`src/rtl/mips_ctrl_pkg.sv`:
```
// mips_ctrl_pkg: state codes, opcode/funct fields and mux/ALU encodings for the MIPS control unit
package mips_ctrl_pkg;
    typedef enum logic [7:0] {
        RESET      = 8'h00,
        FETCH      = 8'h01,
        FETCH_DONE = 8'h02,
        DECODE     = 8'h03,
        R_EXEC     = 8'h04,
        R_WB       = 8'h05,
        ADDI_EXEC  = 8'h06,
        I_WB       = 8'h07,
        MEM_ADDR   = 8'h08,
        MEM_READ   = 8'h09,
        MEM_WB     = 8'h0A,
        MEM_WRITE  = 8'h0B,
        BRANCH     = 8'h0C,
        JUMP       = 8'h0D,
        EXCEPTION  = 8'h0E,
        EXC_JUMP   = 8'h0F,
        MULT_RUN   = 8'h10,
        MULT_DONE  = 8'h11,
        MF_WB      = 8'h12
    } state_t;

    localparam logic [5:0] OP_RTYPE = 6'h00;
    localparam logic [5:0] OP_J     = 6'h02;
    localparam logic [5:0] OP_BEQ   = 6'h04;
    localparam logic [5:0] OP_BNE   = 6'h05;
    localparam logic [5:0] OP_ADDI  = 6'h08;
    localparam logic [5:0] OP_LW    = 6'h23;
    localparam logic [5:0] OP_SW    = 6'h2B;

    localparam logic [5:0] F_ADD = 6'h20;
    localparam logic [5:0] F_SUB = 6'h22;
    localparam logic [5:0] F_AND = 6'h24;
    localparam logic [5:0] F_XOR = 6'h26;
`ifdef MIPS_MULT_EN
    localparam logic [5:0] F_MULT = 6'h18;
    localparam logic [5:0] F_MFHI = 6'h10;
    localparam logic [5:0] F_MFLO = 6'h12;
`endif

    localparam logic [2:0] ALU_LOAD = 3'b000;
    localparam logic [2:0] ALU_ADD  = 3'b001;
    localparam logic [2:0] ALU_SUB  = 3'b010;
    localparam logic [2:0] ALU_AND  = 3'b011;
    localparam logic [2:0] ALU_XOR  = 3'b110;

    localparam logic [1:0] PCS_ALU    = 2'b00;
    localparam logic [1:0] PCS_ALUOUT = 2'b01;
    localparam logic [1:0] PCS_JUMP   = 2'b10;
    localparam logic [1:0] PCS_EXC    = 2'b11;
endpackage

```
`src/rtl/mips_control_unit_if.sv`:
```
// mips_control_unit_if: datapath <-> control bundle; master is the control unit, slave the datapath
interface mips_control_unit_if;
    logic [5:0] Opcode, Funct;
    logic       Zero, Overflow;
    logic       PC_load, PC_cond;
    logic [1:0] PCSource;
    logic       IorD, wr, IRWrite, MDR_load, RegWrite, RegDst, MemtoReg;
    logic       A_load, B_load, ALUSrcA;
    logic [1:0] ALUSrcB;
    logic [2:0] ALUOp;
    logic       AluOut_load, EPC_load;
    logic [7:0] Estado;
`ifdef MIPS_MULT_EN
    logic       mul_start, mul_done;
`endif

    modport master (
        input  Opcode, Funct, Zero, Overflow,
        output PC_load, PC_cond, PCSource, IorD, wr, IRWrite, MDR_load, RegWrite, RegDst, MemtoReg,
               A_load, B_load, ALUSrcA, ALUSrcB, ALUOp, AluOut_load, EPC_load, Estado
`ifdef MIPS_MULT_EN
        , input mul_done, output mul_start
`endif
    );

    modport slave (
        output Opcode, Funct, Zero, Overflow,
        input  PC_load, PC_cond, PCSource, IorD, wr, IRWrite, MDR_load, RegWrite, RegDst, MemtoReg,
               A_load, B_load, ALUSrcA, ALUSrcB, ALUOp, AluOut_load, EPC_load, Estado
`ifdef MIPS_MULT_EN
        , output mul_done, input mul_start
`endif
    );
endinterface

```
`src/rtl/mips_alu_decode.sv`:
```
// mips_alu_decode: maps Opcode/Funct to the ula32 function code for the execute states
module mips_alu_decode
    import mips_ctrl_pkg::*;
(
    input  logic [5:0] opcode_i,
    input  logic [5:0] funct_i,
    output logic [2:0] alu_op_o
);
    always_comb
        alu_op_o = opcode_i != OP_RTYPE ? ALU_ADD :
                   funct_i == F_ADD     ? ALU_ADD :
                   funct_i == F_SUB     ? ALU_SUB :
                   funct_i == F_AND     ? ALU_AND :
                   funct_i == F_XOR     ? ALU_XOR : ALU_LOAD;
endmodule

```
`src/rtl/mips_control_unit.sv`:
```
// mips_control_unit: multicycle MIPS control FSM with Moore strobes and Estado debug code.
// Define MIPS_MULT_EN to add the mult/mfhi/mflo states and the mul_start/mul_done handshake.
module mips_control_unit
    import mips_ctrl_pkg::*;
#(
    parameter int MEM_WAIT          = 1,
    parameter bit EXC_OPCODE_EN_BIT = 1'b1
) (
    input  logic Clk,
    input  logic Reset,
    mips_control_unit_if.master bus
);
    localparam state_t BAD = EXC_OPCODE_EN_BIT ? EXCEPTION : FETCH;

    state_t     state_q, state_d, dispatch;
    logic [2:0] cnt_q, cnt_d, r_alu_op;
    logic       ovf_q, ovf_d, r_arith, r_valid;
`ifdef MIPS_MULT_EN
    logic       run_q;
`endif

    mips_alu_decode u_alu_decode (.opcode_i(bus.Opcode), .funct_i(bus.Funct), .alu_op_o(r_alu_op));

    assign r_arith = bus.Funct == F_ADD || bus.Funct == F_SUB;
    assign r_valid = r_arith || bus.Funct == F_AND || bus.Funct == F_XOR;
    // any state change reloads the counter; only the memory states consume it
    assign cnt_d   = state_d != state_q ? 3'(MEM_WAIT) : cnt_q - {2'b00, |cnt_q};
    assign ovf_d   = state_q == R_EXEC    ? bus.Overflow & r_arith :
                     state_q == ADDI_EXEC ? bus.Overflow : ovf_q;

    always_ff @(posedge Clk or negedge Reset)
        if (!Reset) begin
            state_q <= RESET;
            cnt_q   <= '0;
            ovf_q   <= 1'b0;
        end else begin
            state_q <= state_d;
            cnt_q   <= cnt_d;
            ovf_q   <= ovf_d;
        end

`ifdef MIPS_MULT_EN
    always_ff @(posedge Clk or negedge Reset)
        if (!Reset) run_q <= 1'b0;
        else        run_q <= state_q == MULT_RUN;
    assign bus.mul_start = state_q == MULT_RUN && !run_q;
`endif

    always_comb begin
        dispatch = BAD;
        case (bus.Opcode)
            OP_RTYPE:      dispatch = r_valid ? R_EXEC : BAD;
            OP_LW, OP_SW:  dispatch = MEM_ADDR;
            OP_BEQ, OP_BNE: dispatch = BRANCH;
            OP_J:          dispatch = JUMP;
            OP_ADDI:       dispatch = ADDI_EXEC;
            default:       ;
        endcase
`ifdef MIPS_MULT_EN
        if (bus.Opcode == OP_RTYPE && bus.Funct == F_MULT) dispatch = MULT_RUN;
        if (bus.Opcode == OP_RTYPE && (bus.Funct == F_MFHI || bus.Funct == F_MFLO)) dispatch = MF_WB;
`endif
    end

    always_comb begin
        state_d = FETCH;
        case (state_q)
            FETCH:      state_d = cnt_q == 3'd0 ? FETCH_DONE : FETCH;
            FETCH_DONE: state_d = DECODE;
            DECODE:     state_d = dispatch;
            R_EXEC:     state_d = R_WB;
            ADDI_EXEC:  state_d = I_WB;
            R_WB, I_WB: state_d = ovf_q ? EXCEPTION : FETCH;
            MEM_ADDR:   state_d = bus.Opcode == OP_SW ? MEM_WRITE : MEM_READ;
            MEM_READ:   state_d = cnt_q == 3'd0 ? MEM_WB : MEM_READ;
            MEM_WRITE:  state_d = cnt_q == 3'd0 ? FETCH : MEM_WRITE;
            EXCEPTION:  state_d = EXC_JUMP;
`ifdef MIPS_MULT_EN
            MULT_RUN:   state_d = bus.mul_done ? MULT_DONE : MULT_RUN;
`endif
            default:    state_d = FETCH;
        endcase
    end

    always_comb begin
        bus.PC_load     = 1'b0;
        bus.PC_cond     = 1'b0;
        bus.PCSource    = PCS_ALU;
        bus.IorD        = 1'b0;
        bus.wr          = 1'b0;
        bus.IRWrite     = 1'b0;
        bus.MDR_load    = 1'b0;
        bus.RegWrite    = 1'b0;
        bus.RegDst      = 1'b0;
        bus.MemtoReg    = 1'b0;
        bus.A_load      = 1'b0;
        bus.B_load      = 1'b0;
        bus.ALUSrcA     = 1'b0;
        bus.ALUSrcB     = 2'b00;
        bus.ALUOp       = ALU_LOAD;
        bus.AluOut_load = 1'b0;
        bus.EPC_load    = 1'b0;
        bus.Estado      = state_q;
        case (state_q)
            FETCH_DONE: begin
                bus.IRWrite = 1'b1;
                bus.PC_load = 1'b1;
                bus.ALUSrcB = 2'b01;
                bus.ALUOp   = ALU_ADD;
            end
            DECODE: begin
                bus.A_load      = 1'b1;
                bus.B_load      = 1'b1;
                bus.ALUSrcB     = 2'b11;
                bus.ALUOp       = ALU_ADD;
                bus.AluOut_load = 1'b1;
            end
            R_EXEC, ADDI_EXEC, MEM_ADDR: begin
                bus.ALUSrcA     = 1'b1;
                bus.ALUSrcB     = state_q == R_EXEC ? 2'b00 : 2'b10;
                bus.ALUOp       = state_q == MEM_ADDR ? ALU_ADD : r_alu_op;
                bus.AluOut_load = 1'b1;
            end
            R_WB, I_WB: begin
                bus.RegDst   = state_q == R_WB;
                bus.RegWrite = !ovf_q;
            end
            MEM_READ: begin
                bus.IorD     = 1'b1;
                bus.MDR_load = cnt_q == 3'd0;
            end
            MEM_WB: begin
                bus.RegWrite = 1'b1;
                bus.MemtoReg = 1'b1;
            end
            MEM_WRITE: begin
                bus.IorD = 1'b1;
                bus.wr   = 1'b1;
            end
            BRANCH: begin
                bus.ALUSrcA  = 1'b1;
                bus.ALUOp    = ALU_SUB;
                bus.PC_cond  = (bus.Opcode == OP_BNE) ^ bus.Zero;
                bus.PCSource = PCS_ALUOUT;
            end
            JUMP: begin
                bus.PC_load  = 1'b1;
                bus.PCSource = PCS_JUMP;
            end
            EXCEPTION: begin
                bus.ALUSrcB  = 2'b01;
                bus.ALUOp    = ALU_SUB;
                bus.EPC_load = 1'b1;
            end
            EXC_JUMP: begin
                bus.PC_load  = 1'b1;
                bus.PCSource = PCS_EXC;
            end
`ifdef MIPS_MULT_EN
            MF_WB: begin
                bus.RegDst   = 1'b1;
                bus.RegWrite = 1'b1;
            end
`endif
            default: ;
        endcase
    end
endmodule
```
`src/flat_wrapper.sv`:
```
// flat-port wrapper written by rule: the top's interface ports become plain ports
module mips_control_unit_flat import mips_ctrl_pkg::*;
#(
    parameter int MEM_WAIT          = 1,
    parameter bit EXC_OPCODE_EN_BIT = 1'b1
)
  (Clk, Reset, bus_Opcode, bus_Funct, bus_Zero, bus_Overflow, bus_PC_load, bus_PC_cond, bus_PCSource, bus_IorD, bus_wr, bus_IRWrite, bus_MDR_load, bus_RegWrite, bus_RegDst, bus_MemtoReg, bus_A_load, bus_B_load, bus_ALUSrcA, bus_ALUSrcB, bus_ALUOp, bus_AluOut_load, bus_EPC_load, bus_Estado);
  mips_control_unit_if bus_i ();
  input  logic Clk;
  input  logic Reset;
  input wire logic [$bits(bus_i.Opcode)-1:0] bus_Opcode;
  input wire logic [$bits(bus_i.Funct)-1:0] bus_Funct;
  input wire logic [$bits(bus_i.Zero)-1:0] bus_Zero;
  input wire logic [$bits(bus_i.Overflow)-1:0] bus_Overflow;
  output wire logic [$bits(bus_i.PC_load)-1:0] bus_PC_load;
  output wire logic [$bits(bus_i.PC_cond)-1:0] bus_PC_cond;
  output wire logic [$bits(bus_i.PCSource)-1:0] bus_PCSource;
  output wire logic [$bits(bus_i.IorD)-1:0] bus_IorD;
  output wire logic [$bits(bus_i.wr)-1:0] bus_wr;
  output wire logic [$bits(bus_i.IRWrite)-1:0] bus_IRWrite;
  output wire logic [$bits(bus_i.MDR_load)-1:0] bus_MDR_load;
  output wire logic [$bits(bus_i.RegWrite)-1:0] bus_RegWrite;
  output wire logic [$bits(bus_i.RegDst)-1:0] bus_RegDst;
  output wire logic [$bits(bus_i.MemtoReg)-1:0] bus_MemtoReg;
  output wire logic [$bits(bus_i.A_load)-1:0] bus_A_load;
  output wire logic [$bits(bus_i.B_load)-1:0] bus_B_load;
  output wire logic [$bits(bus_i.ALUSrcA)-1:0] bus_ALUSrcA;
  output wire logic [$bits(bus_i.ALUSrcB)-1:0] bus_ALUSrcB;
  output wire logic [$bits(bus_i.ALUOp)-1:0] bus_ALUOp;
  output wire logic [$bits(bus_i.AluOut_load)-1:0] bus_AluOut_load;
  output wire logic [$bits(bus_i.EPC_load)-1:0] bus_EPC_load;
  output wire logic [$bits(bus_i.Estado)-1:0] bus_Estado;
  assign bus_i.Opcode = bus_Opcode;
  assign bus_i.Funct = bus_Funct;
  assign bus_i.Zero = bus_Zero;
  assign bus_i.Overflow = bus_Overflow;
  assign bus_PC_load = bus_i.PC_load;
  assign bus_PC_cond = bus_i.PC_cond;
  assign bus_PCSource = bus_i.PCSource;
  assign bus_IorD = bus_i.IorD;
  assign bus_wr = bus_i.wr;
  assign bus_IRWrite = bus_i.IRWrite;
  assign bus_MDR_load = bus_i.MDR_load;
  assign bus_RegWrite = bus_i.RegWrite;
  assign bus_RegDst = bus_i.RegDst;
  assign bus_MemtoReg = bus_i.MemtoReg;
  assign bus_A_load = bus_i.A_load;
  assign bus_B_load = bus_i.B_load;
  assign bus_ALUSrcA = bus_i.ALUSrcA;
  assign bus_ALUSrcB = bus_i.ALUSrcB;
  assign bus_ALUOp = bus_i.ALUOp;
  assign bus_AluOut_load = bus_i.AluOut_load;
  assign bus_EPC_load = bus_i.EPC_load;
  assign bus_Estado = bus_i.Estado;
  mips_control_unit #(.MEM_WAIT(MEM_WAIT), .EXC_OPCODE_EN_BIT(EXC_OPCODE_EN_BIT)) u_core (.Clk(Clk), .Reset(Reset), .bus(bus_i));
endmodule
```
`config.mk`:
```
export PLATFORM = sky130hd
export DESIGN_NAME = mips_control_unit_flat
export DESIGN_NICKNAME = d
export VERILOG_FILES = /design/src/rtl/mips_ctrl_pkg.sv /design/src/rtl/mips_control_unit_if.sv /design/src/rtl/mips_alu_decode.sv /design/src/rtl/mips_control_unit.sv /design/src/flat_wrapper.sv
export SDC_FILE = /design/constraint.sdc
export NUM_CORES = 1
export LEC_CHECK = 0
export ABC_AREA = 1
export CORE_ASPECT_RATIO = 0.9
export CORE_UTILIZATION = 41
export DETAILED_ROUTE_END_ITERATION = 16
export PLACE_DENSITY = 0.81
export SETUP_SLACK_MARGIN = 0.02
export SYNTH_ARGS = -nofsm -noshare
export SYNTH_HDL_FRONTEND = slang
export SYNTH_SLANG_ARGS = --single-unit
```
`constraint.sdc`:
```
create_clock -name Clk -period 1.9 [get_ports Clk]
set_clock_uncertainty 0.2 [all_clocks]
set_input_delay 0.285 -clock Clk [delete_from_list [all_inputs] [get_ports Clk]]
set_output_delay 0.285 -clock Clk [all_outputs]
set_load 0.05 [all_outputs]
```
==> results of run 1 <==
==> kinds of logic after synthesis <==
family	count (synthesis)	synth area share, %
simple gates	93	48.1
buf+inv	31	15.4
xor+xnor	1	0.901
other cells	1	0.386
compound gates	20	12.0
flops	8	20.6
fa+ha+maj	2	2.57
==> metrics by stage <==
stage / worst slack (ns) / utilization [%] / TNS, ns / instances
after floorplan: -0.163 / - / -0.754 / 159
after global placement: -0.270 / 86.9 / -1.26 / 244
after detailed placement: -0.382 / 86.9 / -2.14 / 244
==> synth_stat cells (all sizes together) <==
master / n / area (µm²)
ha: 2 / 25.0
nor3: 5 / 25.0
o2111ai: 1 / 8.76
conb: 1 / 3.75
dfrtp: 8 / 200
o21a: 1 / 7.51
nor2: 33 / 161
nand3: 16 / 80.1
nand4: 3 / 18.8
o211ai: 1 / 7.51
a21oi: 3 / 15.0
o22ai: 2 / 12.5
inv: 24 / 90.1
nand2: 34 / 155
buf: 7 / 60.1
nand3b: 2 / 27.5
o21ai: 11 / 58.8
a31oi: 1 / 6.26
xnor2: 1 / 8.76
==> metrics.md, run 1 <==
| Metric | Value |
|---|---|
| CTS Hold Bufs | 0 |
| Yosys Warn Count | 0 |
| Netlist cell types | 28 |
| Failed at | 4_1_cts |
| Row count | 16 |
| # IOs | 45 |
| Die H | 48.2 µm |
| Flops & latches, synth | 8 |
| Num CTS Buffers | 3 |
| Sequential area share after synthesis | 20.6% |
| Syn Area/Cell | 6.23 µm² |
| Outcome | stopped before the end |
| Resized cells post-CTS | 46 |
| Initial Util | 44.1% |
| Clock Path Buffers | 2 |
| Placer congestion estimate | 0.912 |
| Port bufs | 40 |
| CTS HTree Levels | 1 |
| Root buffer cell | clkbuf_4 |
| Post-Synthesis Cells | 156 |
| Dpl cell area | 1910 µm² |
| Die Wd | 53.3 µm |
| CTS sink cnt | 8 |
| # Post-CTS Setup Buffers | 21 |
| Error | [ERROR DPL-0038] Utilization greater than 100%, impossible to legalize |
| Synth Cell Area | 972 µm² |
| DP HPWL | 3130 µm |
==> inputs of run 2 (changes only) <==
CORE_AREA = 2 2 63 65   (was unset)
CORE_ASPECT_RATIO = unset   (was 0.9)
CORE_UTILIZATION = unset   (was 41)
DIE_AREA = 0 0 65 67   (was unset)
PLACE_DENSITY = unset   (was 0.81)
PLACE_DENSITY_LB_ADDON = 0.15   (was unset)
SETUP_SLACK_MARGIN = unset   (was 0.02)
==> run 2 against run 1 <==
Against the previous run: the flow now finishes, with violations (negative setup slack); synthesized cell count is the same; synthesized area unchanged.
==> metrics.md, run 2 <==
| Metric | Value |
|---|---|
| R2R Setup Slk | -0.06 ns |
| Top-count cell post-synth | nor2_1 (unchanged) |
| Row count | 22 (was 16) |
| Tmin final | 2.01 ns |
| Sequential area share after synthesis | 20.6% (unchanged) |
| Vias in the first global route | 1438 |
| First DRT Iteration DRCs | 36 |
| Antenna-violating nets left | 0 |
| CTS Hold Bufs | 0 (unchanged) |
| Total GRT Usage | 18.8% |
| Initial Util | 27.0% (was 44.1%) |
| Final WL | 3960 µm |
| First-pass GRT wire length | 6360 µm |
| Drt wl/cell | 13.4 µm |
| Hold Crit Class | input port to asynchronous set/reset pin |
| Sw frac | 52.2% |
| Multi-input gate area | 937 µm² |
| Via density | 4.69 |
| Most frequent cells in the layout | 44 x buf_4, 23 x buf_12, 17 x nand2_1, 15 x inv_1, 12 x nor2_1 |
| Clock transition at the registers of the reported paths | 0.04 ns |
| Worst r2r src | u_core.bus.Estado[3] |
| Placer congestion estimate | 0.828 (was 0.912) |
| Most common cell after layout, fill and taps aside | buf_4 |
| Final Hold Viols | 0 |
| Clock group share of total power | 5.6% |
| Unrepaired setup endpoints after global routing | true |
| FFs w/ async S/R, synth | 100% (unchanged) |
| Outcome | finished with violations (was stopped before the end) |
| Critical path, cell by cell | buf_4 > buf_6 > nand2_4 > buf_8 > o22ai_4 > buf_12 |
| DP HPWL | 2950 µm (was 3130 µm) |
| # IOs | 45 (unchanged) |
| CTS HTree Levels | 1 (unchanged) |
| CP startpoint kind | register |
| Drt drc | 0 |
| Leakage | 1.10 nW |
| Post-Synthesis Cells | 156 (unchanged) |
| Top cells by count, synth | 26 x nor2_1, 25 x nand2_1, 20 x inv_1, 16 x nand3_1 (unchanged) |
| Largest net degree at the start of global routing | 9 |
| Synth Cell Area | 972 µm² (unchanged) |
| Area occupied by registers | 210 µm² |
| Max reg flops | 4 |
| Final net count | 266 |
| Setup ws final | -0.112 ns |
| Top FF cell, synth | dfrtp_1 (unchanged) |
| Final setup fails | 14 |
| Max Cap Viol | 0 |
| Kind of end point of the critical path | output pin |
| Vias | 1385 |
| WS Path Type | register to output pin |
| Internal | 1.86 mW |
| Num CTS Buffers | 3 (unchanged) |
| Die Wd | 65 µm (was 53.3 µm) |
| Final period util | 106% |
| Post-synth EDFFs | 0 (unchanged) |
| Max Clk Rate | 0.497 GHz |
| Final Max Slew Viols | 0 |
| Netlist cell types | 28 (unchanged) |
| Util after Layout | 65.9% |
| Worst-skew pair later-pin latency | 0.23 ns |
| Power per cell area | 1630 nW/µm² |
| Crit-path slowest cell | dfrtp_4 |
| Combinational Power Share | 84.6% |
| Failing checks | negative setup slack |
| Yosys Warn Count | 0 (unchanged) |
| Area share of the largest cell type after synthesis | 20.6% (unchanged) |
| Critical Path Max Stage Delay | 0.49 ns |
| CTS sink cnt | 8 (unchanged) |
| Die H | 67 µm (was 48.2 µm) |
| R2R cell count | 10 |
| Filler Cell Count | 304 |
| WHS | 0.140 ns |
| Clock Path Buffers | 2 (unchanged) |
| Gr ovfl total | 0 |
| Port bufs | 40 (unchanged) |
| Dpl cell area | 1980 µm² (was 1910 µm²) |
| Crit path DAT | 1.53 ns |
| Flops & latches, synth | 8 (unchanged) |
| Initial antenna violation count | 0 |
| Core area | 3610 µm² |
| Die area | 4360 µm² |
| Antenna diode count | 0 |
| Switching Power | 2.03 mW |
| Register share of total power | 9.8% |
| Reg-to-Reg End | u_core.cnt_q[2] |
| Max VDD drop | 0.892 mV |
| Synth area leaders | dfrtp_1 21%, nor2_1 10%, nand2_1 9.7% (unchanged) |
| TritonCTS clock tree | yes |
| Root buffer cell | clkbuf_8 (was clkbuf_4) |
| Syn Area/Cell | 6.23 µm² (unchanged) |
| Post-Layout Inst Area | 2380 µm² |
| Leading area contributor after synthesis | dfrtp_1 (unchanged) |
| Top fanout value on the critical path | 5 |
| Worst EP required | 1.41 ns |
| 1st-pass router iterations | 4 |
| Layout cell share with drive strength beyond 1 | 62.3% |
| Area delta synth->final | 145% |
run 2: cell counts after synthesis:
No cell type changed its count.
run 2: worst max-delay path, delay by kind of cell, from the launching register on:
kind,cells,cell delay [ns]
compound gates,1,0.19
buf+inv,4,0.55
simple gates,1,0.06
flops,1,0.49
run 2: worst max path at each step:
stage,startpoint,to,cells after the start
2_1_floorplan,u_core.bus.Estado[0],bus_ALUOp[1],7
3_3_place_gp,bus_Opcode[3],bus_ALUOp[1],7
3_5_place_dp,bus_Opcode[3],bus_ALUOp[1],7
4_1_cts,u_core.bus.Estado[0],bus_ALUOp[0],7
5_1_grt,u_core.bus.Estado[3],bus_ALUOp[1],6
6_report,u_core.bus.Estado[3],bus_PC_load,6
run 2: per-stage QoR:
step / TNS, ns / cells / power, mW / setup WS, ns
2_1_floorplan: -0.754 / 159 / 2.00 / -0.163
3_3_place_gp: -1.40 / 269 / 3.10 / -0.277
3_5_place_dp: -1.91 / 269 / 3.13 / -0.355
4_1_cts: -1.12 / 287 / 3.61 / -0.126
5_1_grt: -1.78 / 295 / 4.08 / -0.157
6_report: -0.797 / 295 / 3.88 / -0.112
run 2: cell type report:
class                   instances  area share (%)
repair buffers                 91            43.0
inverters                      24            4.32
multi-input cells             120            39.4
clock buffers                   4            1.89
flip-flops and latches          8            8.84
well taps                      48            2.53
run 2: what timing repair did:
item	CTS	global route
pin swaps	17	16
cloned	0	0
setup buffers	14	8
gates resized for setup	42	30
endpoints found under the setup margin	17	22
run 2: logic make-up after synthesis:
kind of cell | Yosys count | synth area share (%)
simple gates | 93 | 48.1
buf+inv | 31 | 15.4
compound gates | 20 | 12.0
flops | 8 | 20.6
fa+ha+maj | 2 | 2.57
xor+xnor | 1 | 0.901
other cells | 1 | 0.386
run 2: per-layer routing:
layer / wire [µm] / global-route usage, %
met2: 2140 / 34.9
met5: 0 / 0
met4: 73 / 4.26
met3: 193 / 3.89
met1: 1560 / 21.9
run 2: power by group through the flow:
stage,Sequential [mW],Clock [mW],Combinational [mW]
6_report,0.382,0.217,3.28
3_5_place_dp,0.368,0,2.76
3_3_place_gp,0.367,0,2.73
2_1_floorplan,0.500,0,1.50
4_1_cts,0.377,0.219,3.01
5_1_grt,0.392,0.233,3.45
(Power assumes the default switching activity.)
